--- src/rtl/score_keeper.sv ---
// Four-digit hex score keeper with debounced push buttons; `SCORE_DEC_EN adds a dec input that turns presses into decrements.
// Latency: 2 sync + DEBOUNCE_CYCLES + 1 cycles from a clean raw edge to num; no backpressure (buttons are free-running).
module score_keeper #(
  parameter int DEBOUNCE_CYCLES = 500000
) (
  input  logic        clk,
  input  logic        rst_n,
  input  logic [3:0]  btn,
`ifdef SCORE_DEC_EN
  input  logic        dec,
`endif
  output logic [15:0] num,
  output logic        changed
);

  localparam int CW = $clog2(DEBOUNCE_CYCLES);

  logic [3:0] r_sync1;
  logic [3:0] r_sync2;
  logic [3:0] w_press;
  logic [3:0] w_step;

`ifdef SCORE_DEC_EN
  assign w_step = dec ? 4'hF : 4'h1;
`else
  assign w_step = 4'h1;
`endif

  always_ff @(posedge clk or negedge rst_n) begin
    if (!rst_n) begin
      r_sync1 <= '0;
      r_sync2 <= '0;
    end else begin
      r_sync1 <= btn;
      r_sync2 <= r_sync1;
    end
  end

  for (genvar gi = 0; gi < 4; gi++) begin : g_ch
    logic [CW-1:0] r_cnt;
    logic          r_deb;
    logic          r_press;
    logic          w_diff;
    logic          w_hit;

    assign w_diff      = r_sync2[gi] ^ r_deb;
    assign w_hit       = (r_cnt == CW'(DEBOUNCE_CYCLES - 1));
    assign w_press[gi] = r_press;

    // Only a qualified 0->1 toggle of the debounced level is a press.
    always_ff @(posedge clk or negedge rst_n) begin
      if (!rst_n) begin
        r_cnt   <= '0;
        r_deb   <= 1'b0;
        r_press <= 1'b0;
      end else begin
        r_press <= w_diff & w_hit & ~r_deb;
        if (!w_diff) begin
          r_cnt <= '0;
        end else if (w_hit) begin
          r_cnt <= '0;
          r_deb <= ~r_deb;
        end else begin
          r_cnt <= r_cnt + CW'(1);
        end
      end
    end
  end

  // Each digit wraps on its own; there is no carry between digits.
  always_ff @(posedge clk or negedge rst_n) begin
    if (!rst_n) begin
      num     <= '0;
      changed <= 1'b0;
    end else begin
      changed <= |w_press;
      for (int i = 0; i < 4; i++) begin
        if (w_press[i]) num[4*i +: 4] <= num[4*i +: 4] + w_step;
      end
    end
  end

endmodule
--- config.mk ---
export PLATFORM = sky130hd
export DESIGN_NAME = score_keeper
export DESIGN_NICKNAME = d
export VERILOG_FILES = /design/src/rtl/score_keeper.sv
export SDC_FILE = /design/constraint.sdc
export NUM_CORES = 1
export LEC_CHECK = 0
export BUFFER_PORTS_ARGS = -buffer_cell sky130_fd_sc_hd__buf_2
export CAP_MARGIN = 20
export CORE_ASPECT_RATIO = 1.75
export CORE_UTILIZATION = 52
export DETAILED_ROUTE_END_ITERATION = 10
export PLACE_DENSITY = 0.72
export SLEW_MARGIN = 40
export SYNTH_ARGS = -nofsm -noshare
export SYNTH_HDL_FRONTEND = slang
export SYNTH_SLANG_ARGS = --single-unit
--- constraint.sdc ---
create_clock -name clk -period 1.8 [get_ports clk]
set_input_delay 0.36 -clock clk [delete_from_list [all_inputs] [get_ports clk]]
set_output_delay 0.36 -clock clk [all_outputs]
set_load 0.03 [all_outputs]
# Word-level counts from Yosys, hierarchy flattened
# Index checks and enable logic that the tools add are counted.
# W data, S select, Z words.
totals:
  out_inout_bits: 17
  input_bits: 6
  regBits: 109
classes:
  n_mux: 8
  add_sub_neg: 8
  reduce_logical: 5
  n_bitwise: 16
  n_eq_ne: 4
op_table:
  columns: ["operator", "count"]
  rows:
  - ["$mux W19", 8]
  - ["$add A19 B1 Y19 const B", 4]
  - ["$eq A19 B19 Y1 const B", 4]
  - ["$add A4 B1 Y4 const B", 4]
  - ["$and A1 B1 Y1", 8]
  - ["$reduce_and A2 Y1", 4]
  - ["$not A1 Y1", 4]
  - ["$reduce_or A4 Y1", 1]
  - ["$xor A1 B1 Y1", 4]

# Depth between registers and ports, before layout
# Gate-level depths: netlist of the first run.
depth:
  word_depth: 3
  mapped_depth: 7
  ltp_nobuf: 5

# Worst setup path before layout of the first run
# Ideal clock, no wire load.
synth_path:
  kind: "reg2reg"
  startpoint: "reg g_ch[3].r_cnt[0]"
  endpoint: "reg g_ch[3].r_cnt[16]"
  stages_incl_launch_ff: 8
  path_buffers: 2
  arrival_time_ns: 1.715
  setup_ns: 0.119
  synth_period_minus_slack_ns: 1.834
  setup_slack_ns: -0.034
  cell_sequence: "dfrtp_1 > ha_1 > and4_1 > clkbuf_1 > nand3_1 > o31ai_2 > buf_4 > nor2_1"
synth_between:
  elab_chain_cells: 3
  word_cells_on_any_way: 4
  classes_between: "1 x add/sub; 1 x eq/ne; 2 x mux"
synth_lines:
  columns: ["element", "line_no", "rtl"]
  rows:
  - ["start: declaration", "40", "logic [CW-1:0] r_cnt;"]
  - ["start signal: assignment", "64", "r_cnt <= r_cnt + CW'(1);"]
  - ["$add A19 B1 Y19 or $eq A19 B19 Y1 (tied branches)", "64, 47", null]
  - ["$mux W19 *", "60", "end else if (w_hit) begin"]
  - ["$mux W19 *", "58", "if (!w_diff) begin"]
# Every way passes the cells marked *; elsewhere a longest branch is shown, timed or not.
# A chain may end at the register's enable or synchronous reset.

# Worst setup path in the final report of the first run
layout_path:
  startpoint: "reg g_ch[3].r_cnt[9]"
  endpoint: "reg g_ch[3].r_deb"
layout_between:
  elab_chain_cells: 2
layout_lines:
  columns: ["element", "line_no", "rtl"]
  rows:
  - ["$eq A19 B19 Y1", "47", "assign w_hit = (r_cnt == CW'(DEBOUNCE_CYCLES - 1));"]
  - ["$reduce_and A2 Y1 (no source line)", null, null]
  - ["end signal: assignment", "62", "r_deb <= ~r_deb;"]
  - ["end: declaration", "41", "logic r_deb;"]
# Every way passes these cells.

==> metrics.txt, run 1 <==
# TYPE chip_impl_metric gauge
chip_impl_metric{name="fmaxAchievable",unit="MHz"} 552
chip_impl_metric{name="core.rowCount",unit=""} 47
chip_impl_info{name="worstSetupPathType",value="reg -> reg"} 1
chip_impl_info{name="synth_top_cell_by_area",value="sky130_fd_sc_hd__dfrtp_1"} 1
chip_impl_metric{name="n_antenna_cell",unit=""} 0
chip_impl_metric{name="clkSlewWorstSetupHoldPaths",unit="ns"} 0.08
chip_impl_info{name="type_of_element_capturing_the_critical_path",value="register"} 1
chip_impl_metric{name="routabilityCongestion",unit=""} 0.899
chip_impl_metric{name="routed_via_density",unit=""} 5.62
chip_impl_info{name="clock_tree.root_cell",value="sky130_fd_sc_hd__clkbuf_16"} 1
chip_impl_metric{name="seqPwrFrac",unit=""} 0.532
chip_impl_metric{name="ir_drop_worst_vdd",unit="mV"} 0.774
chip_impl_metric{name="core-area",unit="mm²"} 0.00941
chip_impl_info{name="critical_path.reg2reg.endpoint",value="g_ch[3].r_deb"} 1
chip_impl_metric{name="finalWorstPathRequiredPeriod",unit="ns"} 1.81
chip_impl_metric{name="floorplan.die.height",unit="µm"} 132
chip_impl_metric{name="worst_slew_margin_rel",unit=""} 0.733
chip_impl_metric{name="power_density_over_the_cells",unit="mW/mm²"} 785
chip_impl_info{name="r2r-start",value="g_ch[3].r_cnt[9]"} 1
chip_impl_metric{name="netSwitchingPower",unit="mW"} 1.07
chip_impl_metric{name="share_of_cells_above_drive_strength_1",unit=""} 0.211
chip_impl_info{name="timing.critical_path.from",value="g_ch[3].r_cnt[9]"} 1
chip_impl_metric{name="finalHoldViolations",unit=""} 0
chip_impl_metric{name="detailroute.via_count",unit=""} 3751
chip_impl_metric{name="synth_nets",unit=""} 487
chip_impl_info{name="outcome",value="finished, violations left"} 1
chip_impl_metric{name="synth.cell_area",unit="mm²"} 0.00502
chip_impl_metric{name="synthesis.instances",unit=""} 473
chip_impl_metric{name="total_count_of_max_transition_violations_in_the_final_report",unit=""} 0
chip_impl_info{name="ys_dominant_reg_cell",value="sky130_fd_sc_hd__dfrtp_1"} 1
chip_impl_metric{name="worst_slew_pin_slew",unit="ns"} 0.400
chip_impl_info{name="cp_cell_sequence",value="nor4b_4, buf_4, nand2_1, or4_4, mux2_2"} 1
chip_impl_metric{name="critPathArrivalTime",unit="ns"} 2.05
chip_impl_metric{name="power.share.clock",unit=""} 0.435
chip_impl_metric{name="top_cell_type_s_share_of_synthesized_area",unit=""} 0.543
chip_impl_metric{name="number_of_flops_mapped_to_enable_cells_by_yosys",unit=""} 0
chip_impl_metric{name="finalWorstSetupSlack",unit="ns"} -0.0123
chip_impl_metric{name="placement.io_buffers",unit=""} 22
chip_impl_metric{name="asyncSetResetFlopFracSynth",unit=""} 1.00
chip_impl_metric{name="remaining_drc_errors",unit=""} 0
chip_impl_metric{name="detailedRoute.firstIterationViolations",unit=""} 225
chip_impl_metric{name="tritoncts.num_buffers",unit=""} 9
chip_impl_metric{name="combPwrFrac",unit=""} 0.034
chip_impl_metric{name="critical_path.max_fanout",unit=""} 3
chip_impl_info{name="most-common-layout-cells",value="107 x sky130_fd_sc_hd__dfrtp_1, 59 x sky130_fd_sc_hd__nor2_1, 45 x sky130_fd_sc_hd__buf_4"} 1
chip_impl_metric{name="grt_start_max_net_pins",unit=""} 56
chip_impl_metric{name="initial_utilization",unit=""} 0.534
chip_impl_info{name="worstSetupStartpointType",value="register"} 1
chip_impl_metric{name="cp_data_required_time",unit="ns"} 2.03
chip_impl_metric{name="fin_util",unit=""} 0.637
chip_impl_info{name="worst_path_max_delay_cell",value="sky130_fd_sc_hd__or4_4"} 1
chip_impl_metric{name="switching_share",unit=""} 0.226
chip_impl_info{name="cts_tree",value="done"} 1
chip_impl_metric{name="min_period_over_period",unit=""} 1.01
chip_impl_info{name="hp-start",value="btn[2]"} 1
chip_impl_info{name="hp-class",value="in -> reg"} 1
chip_impl_metric{name="worst_r2r_path_depth",unit=""} 5
chip_impl_info{name="netlist_top_cells_area",value="sky130_fd_sc_hd__dfrtp_1 54%, sky130_fd_sc_hd__xnor2_1 6.5%, sky130_fd_sc_hd__xor2_1 4.9%"} 1
chip_impl_metric{name="drt_pre_antenna_iters",unit=""} 5
chip_impl_info{name="most_common_cell_after_layout_fill_and_taps_aside",value="sky130_fd_sc_hd__dfrtp_1"} 1
chip_impl_metric{name="cts_sinks",unit=""} 109
chip_impl_metric{name="area_enclosed_by_the_die_boundary",unit="mm²"} 0.0101
chip_impl_metric{name="reported_leakage_power",unit="nW"} 2.64
chip_impl_metric{name="maxCapViolCount",unit=""} 0
chip_impl_metric{name="num-fill-cells",unit=""} 777
chip_impl_metric{name="slowest_delay",unit="ns"} 0.50
chip_impl_metric{name="clockBufferDepth",unit=""} 2
chip_impl_metric{name="num-nets-final",unit=""} 554
chip_impl_metric{name="die_x",unit="µm"} 76.3
chip_impl_info{name="min_to",value="r_sync1[2]"} 1
chip_impl_metric{name="grt_first_pass_wirelength",unit="µm"} 17200
chip_impl_metric{name="synth.yosys.seq_area_share",unit=""} 0.543
chip_impl_metric{name="grt-ovfl-total",unit=""} 0
chip_impl_metric{name="count_of_pins_on_the_block_boundary",unit=""} 23
chip_impl_metric{name="syn_avg_cell_area",unit="µm²"} 10.6
chip_impl_metric{name="fin_setup_tns",unit="ns"} -0.0123
chip_impl_metric{name="yosys_warnings",unit=""} 0
chip_impl_metric{name="synth_seq_cells",unit=""} 109
chip_impl_metric{name="setup-violations-final",unit=""} 1
chip_impl_metric{name="grt_pass1_vias",unit=""} 3754
chip_impl_metric{name="antenna_violations_before_repair",unit=""} 0
chip_impl_metric{name="intPower",unit="mW"} 3.64
chip_impl_info{name="failing_checks",value="negative setup slack"} 1
chip_impl_metric{name="hpwl",unit="µm"} 7040
chip_impl_info{name="grt_setup_unrepaired",value="true"} 1
chip_impl_metric{name="total_number_of_h_tree_levels",unit=""} 3
chip_impl_metric{name="post_drt_antenna_nets",unit=""} 0
chip_impl_metric{name="synth.distinct_cells",unit=""} 39
chip_impl_metric{name="wl_per_cell",unit="µm"} 14.7
chip_impl_metric{name="finalWirelength",unit="µm"} 9830
chip_impl_metric{name="fin_skew",unit="ns"} 0.00905
chip_impl_metric{name="setup_slack_of_the_most_critical_reg_to_reg_path",unit="ns"} -0.01
chip_impl_metric{name="clock_network_latency_to_the_later_pin_of_the_worst_skew_pair",unit="ns"} 0.35
chip_impl_metric{name="area_growth_syn_to_layout",unit="%"} 19.5
chip_impl_metric{name="gr-usage-all-layers",unit=""} 0.214
chip_impl_metric{name="hold_path_depth",unit=""} 1
-- power groups by stage --
stage          registers [mW]  clock network, mW  logic (mW)
4_1_cts                  2.50               2.10       0.161
3_5_place_dp             2.55                  0       0.158
2_1_floorplan            2.55                  0      0.0654
3_3_place_gp             2.55                  0       0.157
5_1_grt                  2.51               2.18       0.182
6_report                 2.50               2.05       0.158
-- how the worst max path moves through the flow --
| stage | cells past startpoint | end | slack, ns |
|---|---|---|---|
| 2_1_floorplan | 6 | g_ch[2].r_cnt[16] | 0.01 |
| 3_3_place_gp | 5 | g_ch[3].r_deb | -0.06 |
| 3_5_place_dp | 5 | g_ch[3].r_deb | -0.1 |
| 4_1_cts | 5 | g_ch[3].r_deb | -0.0005 |
| 5_1_grt | 5 | g_ch[3].r_deb | -0.07 |
| 6_report | 5 | g_ch[3].r_deb | -0.01 |
-- cell usage after synthesis (8+ instances only) --
cell type and n:
sky130_fd_sc_hd__a21oi_1 19, sky130_fd_sc_hd__and3_1 8, sky130_fd_sc_hd__dfrtp_1 109, sky130_fd_sc_hd__ha_1 8
sky130_fd_sc_hd__inv_1 10, sky130_fd_sc_hd__mux2_2 8, sky130_fd_sc_hd__nand2_1 26, sky130_fd_sc_hd__nand3_1 25
sky130_fd_sc_hd__nand4_1 28, sky130_fd_sc_hd__nor2_1 60, sky130_fd_sc_hd__nor3_1 10, sky130_fd_sc_hd__o21ai_0 8
sky130_fd_sc_hd__o31ai_1 11, sky130_fd_sc_hd__or3_1 13, sky130_fd_sc_hd__or4_1 14, sky130_fd_sc_hd__xnor2_1 37
sky130_fd_sc_hd__xor2_1 28
-- cells by family (layout without fill, tap and decap cells) --
logic type	count (synthesis)	in the layout	share of synthesized area
AND/OR/NAND/NOR	218	218	0.234
flip-flops	109	109	0.543
XOR/XNOR	65	65	0.113
AO/OA/AOI/OAI	42	42	0.0511
buffers and inverters	23	95	0.0202
adder cells (fa/ha/maj)	8	8	0.0199
multiplexers	8	8	0.0179
-- timing repair --
action                                 CTS  global route
pin swaps                                3             4
setup endpoints to repair                4            53
gates resized for setup                  2            17
setup buffers                            1             2
hold buffers                             1             0
endpoints found under the hold margin   18             0
-- routing by layer --
layer | track usage | up-vias | wire, µm
met4 | 0.0940 | 0 | 218
met1 | 0.257 | 1852 | 4080
met5 | 0 | - | 0
met3 | 0.0367 | 18 | 296
met2 | 0.375 | 64 | 5240
li1 | - | 1817 | -
-- sequential cells by signal, summed over array words and instances, names as in the netlist --
name	flops
g_ch.r_cnt	76
num	16
g_ch.r_deb	4
g_ch.r_press	4
r_sync1	4
r_sync2	4
changed	1
-- critical path: cells and delay by family (launching register included) --
| kind | cells | cell delay (ns) |
|---|---|---|
| flops | 1 | 0.41 |
| buf+inv | 1 | 0.15 |
| simple gates | 3 | 0.84 |
| mux | 1 | 0.28 |
-- metrics by stage --
stage / power, mW / std cells / setup slack [ns] / hold slack [ns] / instance area (µm²)
after global placement: 2.71 / 647 / -0.0643 / 0.259 / 5580
after global routing: 4.87 / 667 / -0.0701 / 0.103 / 6000
after CTS: 4.76 / 665 / -0.000462 / 0.0958 / 5910
after floorplan: 2.61 / 473 / 0.0130 / 0.0644 / 5030
final: 4.71 / 667 / -0.0123 / 0.106 / 6000
after detailed placement: 2.71 / 647 / -0.0988 / 0.263 / 5580
-- area by class of cell --
class	instances	area (µm²)	area share
Clock buffer	10	229	0.0382
Clock inverter	6	78.8	0.0131
Inverter	10	37.5	0.00626
Multi-Input combinational cell	341	2280	0.380
Sequential cell	109	2730	0.455
Tap cell	122	153	0.0255
Timing Repair Buffer	69	493	0.0822
(Power assumes the default switching activity.)
==> inputs of run 2 (changes only) <==
--- a/config.mk
+++ b/config.mk
@@ -10,6 +10,7 @@
 export CORE_ASPECT_RATIO = 1.75
 export CORE_UTILIZATION = 52
 export DETAILED_ROUTE_END_ITERATION = 10
+export MAX_ROUTING_LAYER = met4
 export PLACE_DENSITY = 0.72
 export SLEW_MARGIN = 40
 export SYNTH_ARGS = -nofsm -noshare
==> metrics.txt, run 2 (same netlist as run 1, synthesis figures left out) <==
# TYPE chip_impl_metric gauge
chip_impl_info{name="outcome",value="finished, violations left"} 1
chip_impl_info{name="failing_checks",value="negative setup slack"} 1
chip_impl_metric{name="placement.io_buffers",unit=""} 22
chip_impl_metric{name="combPwrFrac",unit=""} 0.034
chip_impl_info{name="most_common_cell_after_layout_fill_and_taps_aside",value="sky130_fd_sc_hd__dfrtp_1"} 1
chip_impl_metric{name="die_x",unit="µm"} 76.3
chip_impl_metric{name="grt_start_max_net_pins",unit=""} 56
chip_impl_metric{name="grt_first_pass_wirelength",unit="µm"} 17300
chip_impl_metric{name="critPathArrivalTime",unit="ns"} 2.04
chip_impl_metric{name="cp_data_required_time",unit="ns"} 2.03
chip_impl_metric{name="grt-ovfl-total",unit=""} 0
chip_impl_info{name="cts_tree",value="done"} 1
chip_impl_metric{name="routed_via_density",unit=""} 5.61
chip_impl_info{name="timing.critical_path.from",value="g_ch[3].r_cnt[9]"} 1
chip_impl_metric{name="intPower",unit="mW"} 3.64
chip_impl_metric{name="worst_r2r_path_depth",unit=""} 5
chip_impl_metric{name="finalWorstSetupSlack",unit="ns"} -0.00912
chip_impl_metric{name="clkSlewWorstSetupHoldPaths",unit="ns"} 0.08
chip_impl_metric{name="routabilityCongestion",unit=""} 0.914
chip_impl_info{name="worstSetupPathType",value="reg -> reg"} 1
chip_impl_info{name="reg_top3",value="g_ch.r_cnt (76), num (16)"} 1
chip_impl_metric{name="fin_skew",unit="ns"} 0.00927
chip_impl_metric{name="grt_pass1_vias",unit=""} 3751
chip_impl_metric{name="timing.hold.ws",unit="ns"} 0.107
chip_impl_metric{name="number_of_flip_flops_in_the_largest_register",unit=""} 76
chip_impl_info{name="hp-class",value="in -> reg"} 1
chip_impl_metric{name="drt_pre_antenna_iters",unit=""} 4
chip_impl_metric{name="worst_slew_margin_rel",unit=""} 0.723
chip_impl_metric{name="slowest_delay",unit="ns"} 0.50
chip_impl_metric{name="core.rowCount",unit=""} 47
chip_impl_metric{name="power.share.clock",unit=""} 0.433
chip_impl_metric{name="min_period_over_period",unit=""} 1.01
chip_impl_metric{name="num-nets-final",unit=""} 554
chip_impl_metric{name="share_of_cells_above_drive_strength_1",unit=""} 0.211
chip_impl_metric{name="tritoncts.num_buffers",unit=""} 9
chip_impl_info{name="critical_path.reg2reg.endpoint",value="g_ch[3].r_deb"} 1
chip_impl_info{name="r2r-start",value="g_ch[3].r_cnt[9]"} 1
chip_impl_metric{name="finalHoldViolations",unit=""} 0
chip_impl_metric{name="numPlacedInstances",unit=""} 647
chip_impl_info{name="top_register",value="g_ch.r_cnt"} 1
chip_impl_metric{name="detailroute.via_count",unit=""} 3743
chip_impl_metric{name="fmaxAchievable",unit="MHz"} 553
chip_impl_metric{name="setup_slack_of_the_most_critical_reg_to_reg_path",unit="ns"} -0.009
chip_impl_metric{name="area_enclosed_by_the_die_boundary",unit="mm²"} 0.0101
chip_impl_metric{name="n_antenna_cell",unit=""} 0
chip_impl_metric{name="remaining_drc_errors",unit=""} 0
chip_impl_metric{name="core-area",unit="mm²"} 0.00941
chip_impl_metric{name="finalWorstPathRequiredPeriod",unit="ns"} 1.81
chip_impl_info{name="clock_tree.root_cell",value="sky130_fd_sc_hd__clkbuf_16"} 1
chip_impl_metric{name="maxCapViolCount",unit=""} 0
chip_impl_metric{name="crit_cells",unit=""} 5
chip_impl_metric{name="seqPwrFrac",unit=""} 0.533
chip_impl_metric{name="ir_drop_worst_vdd",unit="mV"} 0.773
chip_impl_metric{name="setup-violations-final",unit=""} 1
chip_impl_metric{name="post_drt_antenna_nets",unit=""} 0
chip_impl_metric{name="total_number_of_h_tree_levels",unit=""} 3
chip_impl_metric{name="gr-usage-all-layers",unit=""} 0.221
chip_impl_metric{name="floorplan.die.height",unit="µm"} 132
chip_impl_metric{name="clock_network_latency_to_the_later_pin_of_the_worst_skew_pair",unit="ns"} 0.35
chip_impl_metric{name="cts_sinks",unit=""} 109
chip_impl_metric{name="reported_leakage_power",unit="nW"} 2.64
chip_impl_info{name="worst_path_max_delay_cell",value="sky130_fd_sc_hd__or4_4"} 1
chip_impl_metric{name="worst_slew_pin_slew",unit="ns"} 0.414
chip_impl_metric{name="netSwitchingPower",unit="mW"} 1.05
chip_impl_info{name="grt_setup_unrepaired",value="true"} 1
chip_impl_metric{name="count_of_pins_on_the_block_boundary",unit=""} 23
chip_impl_metric{name="antenna_violations_before_repair",unit=""} 0
chip_impl_metric{name="worst-path-buf-inv",unit=""} 1
chip_impl_metric{name="switching_share",unit=""} 0.224
chip_impl_metric{name="clockBufferDepth",unit=""} 2
chip_impl_info{name="timing.critical_path.to",value="g_ch[3].r_deb"} 1
chip_impl_info{name="type_of_element_capturing_the_critical_path",value="register"} 1
chip_impl_metric{name="detailedRoute.firstIterationViolations",unit=""} 210
chip_impl_metric{name="finalWirelength",unit="µm"} 9820
chip_impl_info{name="worstSetupStartpointType",value="register"} 1
chip_impl_metric{name="final-instance-count-excl-fill",unit=""} 667
chip_impl_metric{name="area_growth_syn_to_layout",unit="%"} 19.5
chip_impl_metric{name="dp_worst_setup_slack",unit="ns"} -0.0988
chip_impl_metric{name="total_count_of_max_transition_violations_in_the_final_report",unit=""} 0
chip_impl_metric{name="hpwl",unit="µm"} 7040
chip_impl_metric{name="power_density_over_the_cells",unit="mW/mm²"} 784
chip_impl_info{name="cp_cell_sequence",value="nor4b_4, buf_4, nand2_1, or4_4, mux2_2"} 1
chip_impl_metric{name="wl_per_cell",unit="µm"} 14.7
chip_impl_metric{name="initial_utilization",unit=""} 0.534
chip_impl_metric{name="critical_path.max_fanout",unit=""} 3
chip_impl_metric{name="fin_util",unit=""} 0.637
chip_impl_info{name="cp_delay_by_family_top",value="simple AND/OR/NAND/NOR gates"} 1
chip_impl_info{name="most-common-layout-cells",value="107 x sky130_fd_sc_hd__dfrtp_1, 59 x sky130_fd_sc_hd__nor2_1, 45 x sky130_fd_sc_hd__buf_4"} 1
[run 2: how the worst min path moves through the flow]
stage / slack (ns) / start / cells after the start / end
6_report: 0.11 / btn[2] / 1 / r_sync1[2]
3_5_place_dp: 0.26 / rst_n / 1 / r_sync2[2]
5_1_grt: 0.10 / btn[2] / 1 / r_sync1[2]
3_3_place_gp: 0.26 / rst_n / 1 / r_sync2[2]
4_1_cts: 0.1 / btn[2] / 1 / r_sync1[2]
2_1_floorplan: 0.06 / rst_n / 0 / changed
[run 2: layout make-up]
type	instances	area (µm²)
clock inverter	6	78.8
fill	777	3410
clock buffer	10	229
sequential	109	2730
multi-input combinational	341	2280
tap	122	153
inverter	10	37.5
timing repair buffer	69	493
[run 2: what timing repair did]
action | CTS | global route
pin swaps | 3 | 5
hold buffers | 1 | 0
setup buffers | 1 | 2
hold endpoints to repair | 18 | 0
resized for setup | 2 | 17
setup endpoints to repair | 4 | 53
[run 2: stage by stage]
stage	TNS [ns]	cell area (µm²)	total power [mW]
after global placement	-0.0643	5580	2.71
after detailed placement	-0.152	5580	2.71
after global routing	-0.143	6000	4.87
final	-0.00912	6000	4.70
after floorplan	0	5030	2.61
after CTS	-0.000462	5910	4.76
[run 2: power groups by stage]
stage	clock network [mW]	registers (mW)	logic [mW]
after floorplan	0	2.55	0.0654
after global placement	0	2.55	0.157
after detailed placement	0	2.55	0.158
after CTS	2.10	2.50	0.161
after global routing	2.18	2.51	0.182
final	2.04	2.50	0.158
[run 2: layer usage]
metal / GRT usage / up-vias / part of all wire
met4: 0.0876 / 0 / 0.020
li1: - / 1815 / -
met5: - / - / 0
met2: 0.375 / 56 / 0.54
met1: 0.258 / 1857 / 0.42
met3: 0.0388 / 15 / 0.026
